===== src/rtl/pipe_add_sub.sv =====
// ---------------------------------------------------------------------------
// pipe_add_sub
//   Pipelined two's-complement adder/subtractor with a per-operation add/sub
//   select. The carry chain is cut into CHUNK-bit slices, one slice per
//   register stage. Operand slices above the current stage ride along in skew
//   registers; finished result slices ride along until the top slice lands,
//   so the whole word leaves together.
//
// Ports
//   i_clk    rising-edge clock
//   i_rst_n  asynchronous active-low reset (deassertion synchronised outside)
//   i_ce     clock enable; 0 freezes every register, outputs included
//   i_valid  operand pair valid this cycle
//   i_sub    0: a+b, 1: a-b (travels with its operands)
//   i_a/i_b  operands, WIDTH bits
//   o_valid  result valid (final-stage valid bit)
//   o_res    result modulo 2^WIDTH, held between valid results
//   o_c      add: carry-out, sub: borrow (unsigned a < b)
//   o_ovf    signed overflow
//
// Handshake: there is no ready. A pair is accepted on every rising edge with
//   i_ce=1 and i_valid=1; its result is presented with o_valid=1 after
//   STAGES enabled edges. Edges with i_ce=0 do not advance anything.
// ---------------------------------------------------------------------------
module pipe_add_sub #(
  parameter int WIDTH = 16,
  parameter int CHUNK = 4
) (
  input  logic             i_clk,
  input  logic             i_rst_n,
  input  logic             i_ce,
  input  logic             i_valid,
  input  logic             i_sub,
  input  logic [WIDTH-1:0] i_a,
  input  logic [WIDTH-1:0] i_b,
  output logic             o_valid,
  output logic [WIDTH-1:0] o_res,
  output logic             o_c,
  output logic             o_ovf
);

  localparam int STAGES = WIDTH / CHUNK;
  localparam int LAST   = STAGES - 1;

  // Per-stage inputs: index 0 comes straight from the ports, index k from the
  // register bank written by stage k-1.
  logic [WIDTH-1:0] w_a_in    [STAGES];
  logic [WIDTH-1:0] w_bx_in   [STAGES];  // b' = b, or ~b when subtracting
  logic [WIDTH-1:0] w_sum_in  [STAGES];
  logic [WIDTH-1:0] w_sum_out [STAGES];
  logic             w_cin     [STAGES];
  logic             w_vld_in  [STAGES];
  logic             w_sub_in  [STAGES];
  logic [CHUNK:0]   w_slice   [STAGES];  // {carry, slice sum}

  // a - b = a + ~b + 1: invert once at the input, feed i_sub as carry-in.
  assign w_a_in[0]   = i_a;
  assign w_bx_in[0]  = i_b ^ {WIDTH{i_sub}};
  assign w_sum_in[0] = '0;
  assign w_cin[0]    = i_sub;
  assign w_vld_in[0] = i_valid;
  assign w_sub_in[0] = i_sub;

  for (genvar k = 0; k < STAGES; k++) begin : g_slice
    localparam logic [WIDTH-1:0] MASK = WIDTH'({CHUNK{1'b1}}) << (k * CHUNK);

    assign w_slice[k] = {1'b0, w_a_in[k][k*CHUNK +: CHUNK]}
                      + {1'b0, w_bx_in[k][k*CHUNK +: CHUNK]}
                      + {{CHUNK{1'b0}}, w_cin[k]};

    // Merge this stage's slice into the partially built result word.
    assign w_sum_out[k] = (w_sum_in[k] & ~MASK)
                        | (WIDTH'(w_slice[k][CHUNK-1:0]) << (k * CHUNK));
  end

  // Inter-stage registers exist only when there is more than one slice.
  // They load on every enabled edge; validity is carried by r_vld alone.
  if (STAGES > 1) begin : g_pipe
    logic [WIDTH-1:0] r_a   [STAGES-1];
    logic [WIDTH-1:0] r_bx  [STAGES-1];
    logic [WIDTH-1:0] r_sum [STAGES-1];
    logic             r_cy  [STAGES-1];
    logic             r_vld [STAGES-1];
    logic             r_sub [STAGES-1];

    always_ff @(posedge i_clk or negedge i_rst_n) begin
      if (!i_rst_n) begin
        for (int k = 0; k < STAGES - 1; k++) begin
          r_a[k]   <= '0;
          r_bx[k]  <= '0;
          r_sum[k] <= '0;
          r_cy[k]  <= 1'b0;
          r_vld[k] <= 1'b0;
          r_sub[k] <= 1'b0;
        end
      end else if (i_ce) begin
        for (int k = 0; k < STAGES - 1; k++) begin
          r_a[k]   <= w_a_in[k];
          r_bx[k]  <= w_bx_in[k];
          r_sum[k] <= w_sum_out[k];
          r_cy[k]  <= w_slice[k][CHUNK];
          r_vld[k] <= w_vld_in[k];
          r_sub[k] <= w_sub_in[k];
        end
      end
    end

    for (genvar k = 1; k < STAGES; k++) begin : g_link
      assign w_a_in[k]   = r_a[k-1];
      assign w_bx_in[k]  = r_bx[k-1];
      assign w_sum_in[k] = r_sum[k-1];
      assign w_cin[k]    = r_cy[k-1];
      assign w_vld_in[k] = r_vld[k-1];
      assign w_sub_in[k] = r_sub[k-1];
    end
  end

  // Final stage: the top slice completes here and the flags are formed from
  // the operand MSBs that travelled with it.
  logic [WIDTH-1:0] w_res;
  logic             w_c;
  logic             w_ovf;

  assign w_res = w_sum_out[LAST];
  assign w_c   = w_slice[LAST][CHUNK] ^ w_sub_in[LAST];  // borrow = ~cout
  assign w_ovf = (w_a_in[LAST][WIDTH-1] == w_bx_in[LAST][WIDTH-1])
              && (w_res[WIDTH-1] != w_a_in[LAST][WIDTH-1]);

  logic             r_valid;
  logic [WIDTH-1:0] r_res;
  logic             r_c;
  logic             r_ovf;

  // Result registers only take valid data, so bubbles leave the last result.
  always_ff @(posedge i_clk or negedge i_rst_n) begin
    if (!i_rst_n) begin
      r_valid <= 1'b0;
      r_res   <= '0;
      r_c     <= 1'b0;
      r_ovf   <= 1'b0;
    end else if (i_ce) begin
      r_valid <= w_vld_in[LAST];
      if (w_vld_in[LAST]) begin
        r_res <= w_res;
        r_c   <= w_c;
        r_ovf <= w_ovf;
      end
    end
  end

  assign o_valid = r_valid;
  assign o_res   = r_res;
  assign o_c     = r_c;
  assign o_ovf   = r_ovf;

endmodule


===== config.mk =====
export PLATFORM = sky130hd
export DESIGN_NAME = pipe_add_sub
export DESIGN_NICKNAME = d
export VERILOG_FILES = /design/src/rtl/pipe_add_sub.sv
export SDC_FILE = /design/constraint.sdc
export NUM_CORES = 1
export LEC_CHECK = 0
export ABC_AREA = 1
export CAP_MARGIN = 20
export CORE_ASPECT_RATIO = 1.1
export CORE_MARGIN = 1.5
export CORE_UTILIZATION = 55
export DETAILED_ROUTE_END_ITERATION = 10
export PLACE_DENSITY = 0.79
export REMOVE_ABC_BUFFERS = 1
export SYNTH_ARGS = -nofsm -noshare
export SYNTH_HDL_FRONTEND = slang
export SYNTH_SLANG_ARGS = --single-unit
export TNS_END_PERCENT = 5

===== constraint.sdc =====
create_clock -name i_clk -period 2.25 [get_ports i_clk]
set_input_delay 0.3375 -clock i_clk [delete_from_list [all_inputs] [get_ports i_clk]]
set_output_delay 0.3375 -clock i_clk [all_outputs]
set_load 0.1 [all_outputs]

==> results.txt <==
Final Critical Period -> 1.785 ns
die area -> 8576 µm²
n_diodes -> 0
commonest non-fill, non-tap cell in the layout -> nand2_1
CP arrival -> 2.04 ns
mux share of post-synthesis cell area -> 0%
Startpoint Class -> register
core area -> 7828 µm²
RSZ-0062 raised after global routing -> false
fillers -> 653
Clock Latency Late Sink -> 0.36 ns
Die X -> 88.43 µm
GR Overflow Total -> 0
static leakage -> 0.002628 µW
worst hold stages -> 4
Post-Synth XOR/XNOR Area -> 3.174%
number of global-route vias before repair -> 3165
placed inst area -> 4986 µm²
clk sink count -> 100
htree depth -> 3
Initial Util -> 56.41%
status -> finished clean
synthesized instance count -> 478
# hold bufs at CTS -> 1
fin crit share -> 79.34%
Critical Path RT -> 2.50 ns
kind of critical path -> register to register
hpwl dp -> 5632 µm
commonest cells after routing, fill and taps aside -> nand2_1 (194), dfrtp_1 (100), o21ai_0 (41), clkdlybuf4s50_1 (34), inv_1 (30)
GRT Resource Usage Total -> 21.30%
clk_skew -> 0.01279 ns
Vias/cell -> 5.022
number of routed nets with antenna violations -> 0
post-synth cell types -> 25
wire per inst -> 12.81 µm
pin count of the biggest net entering global routing -> 63
Final Setup Violations -> 0
Pins Over Slew Limit -> 0
post-synthesis compound-gate area fraction -> 7.821%
reg-to-reg endpoint -> g_pipe.r_cy[1]$_DFFE_PN0P_
pwr dens -> 1037 nW/µm²
I/O pin count -> 56
router iterations before antenna repair -> 4
hold path endpoint -> g_pipe.r_a[31]$_DFFE_PN0P_
main combinational cell family by area after synthesis -> simple AND/OR/NAND/NOR gates
initial DRC count -> 214
reg2reg start -> g_pipe.r_a[36]$_DFFE_PN0P_
synthesized flop and latch total -> 100
# Post-CTS Setup Buffers -> 0
clock slew at reported path FFs -> 0.09 ns
port bufs -> 55
total wire length -> 8221 µm
Crit. End Element -> register
Slew @ Worst Pin -> 0.5547 ns
DRC Markers -> 0
worst reg-to-reg setup slack -> 0.46 ns
CTS buffer count -> 9
worst hold slack -> 0.4078 ns
vias -> 3224
Slew headroom -> 63.02%
Min-Delay Startpoint -> i_ce
Mapped Area -> 4415 µm²
final instance area -> 5210 µm²
Hold WC Path Type -> primary input to register
post-route setup TNS -> 0 ns
share of layout cells above drive strength 1 -> 8.801%
YS warnings -> 0
CTS Buffer Depth -> 2
Post-Synth Adder-Cell Area -> 6.574%
fmax -> 0.5602 GHz
Max-cap violations -> 0
final core utilization -> 66.56%
CP startpoint -> g_pipe.r_a[36]$_DFFE_PN0P_
Nets -> 586
clock tree from TritonCTS -> done
Fin. Hold Viols -> 0
Synth Area in Simple Gates -> 19.92%
Rows -> 34
worst reg-to-reg path cell count -> 6
CTS root buffer -> clkbuf_8
crit path max fanout -> 2
initial antenna violation count -> 0
first-pass GRT wire length -> 14120 µm
Post-Syn Area per Cell -> 9.237 µm²
register area share after synthesis -> 56.67%
Max VDD drop -> 0.5773 mV
Die Height -> 96.98 µm
Final GP Congestion -> 0.7953
Post-CTS Resized -> 0
area delta synth->final -> 17.99%
layout make-up:
cell class                 instances  area, µm²  share of cell area, %
multi-input combinational        324       1655                  31.77
clock buffer                       9      123.9                  2.378
sequential                       100       2502                  48.03
timing repair buffer              63      583.1                  11.19
tap                              108      135.1                  2.594
clock inverter                     6      90.09                  1.729
inverter                          32      120.1                  2.305
synthesized netlist by cell type (all sizes together):
cell type  instances  share of area, %
a21oi              8              0.91
a22oi              1              0.17
and3               1              0.14
buf               16               2.6
clkbuf             6              0.54
dfrtp            100                57
fa                 7               3.2
ha                12               3.4
inv               32               2.7
nand2            195                17
nand3             10               1.1
nand3b             3              0.51
nor2              12               1.2
o21ai             58               6.6
o31ai              1              0.17
xnor2             13               2.6
xor2               3              0.60
cells by family after synthesis:
kind of cell / Yosys count
buf+inv: 54
fa+ha+maj: 19
flops: 100
simple gates: 221
xor+xnor: 16
compound gates: 68
metrics by stage:
step | setup slack, ns | power, µW | instances
detailed placement | 0.08152 | 4227 | 626
global route | 0.3266 | 5671 | 642
finish | 0.4649 | 5403 | 642
global placement | 0.2054 | 4162 | 626
CTS | 0.4678 | 5445 | 642
floorplan | 0.6207 | 3705 | 456
layer usage:
| layer | vias up | global-route usage (%) | wire length, µm | part of all wire (%) |
|---|---|---|---|---|
| met3 | 21 | 3.072 | 326 | 4.0 |
| li1 | 1601 | - | - | - |
| met4 | 0 | 10.10 | 246 | 3.0 |
| met1 | 1533 | 28.06 | 3583 | 44 |
| met2 | 69 | 34.47 | 4065 | 49 |
| met5 | - | 0 | 0 | 0 |
worst max path at each step:
stage / end / slack [ns] / depth (start not counted)
floorplan: g_pipe.r_cy[1]$_DFFE_PN0P_ / 0.62 / 6
CTS: g_pipe.r_cy[1]$_DFFE_PN0P_ / 0.47 / 6
global placement: g_pipe.r_cy[2]$_DFFE_PN0P_ / 0.21 / 9
detailed placement: g_pipe.r_cy[2]$_DFFE_PN0P_ / 0.08 / 9
global route: o_c$_DFFE_PN0P_ / 0.33 / 9
finish: g_pipe.r_cy[1]$_DFFE_PN0P_ / 0.46 / 6
power by group:
| group | leakage [µW] | switching (µW) | internal (µW) |
|---|---|---|---|
| Sequential | 0.00124 | 177 | 2130 |
| Clock | 0.000105 | 595 | 622 |
| Combinational | 0.00128 | 1390 | 482 |
state kept, by name (all words and copies together) (netlist names), 3 cells and up:
name and flops:
o_res 16, g_pipe.r_a 24, g_pipe.r_cy 3, g_pipe.r_sub 3, g_pipe.r_sum 24, g_pipe.r_vld 3, g_pipe.r_bx 24
worst max-delay path, cell delays in order (launching register included):
cell and delay, ns:
dfrtp_1 0.41, fa_1 0.48, fa_1 0.41, nand2_1 0.07, inv_1 0.04, o21ai_0 0.17, a21oi_1 0.09
No activity file was read; power rests on OpenSTA's default activity.
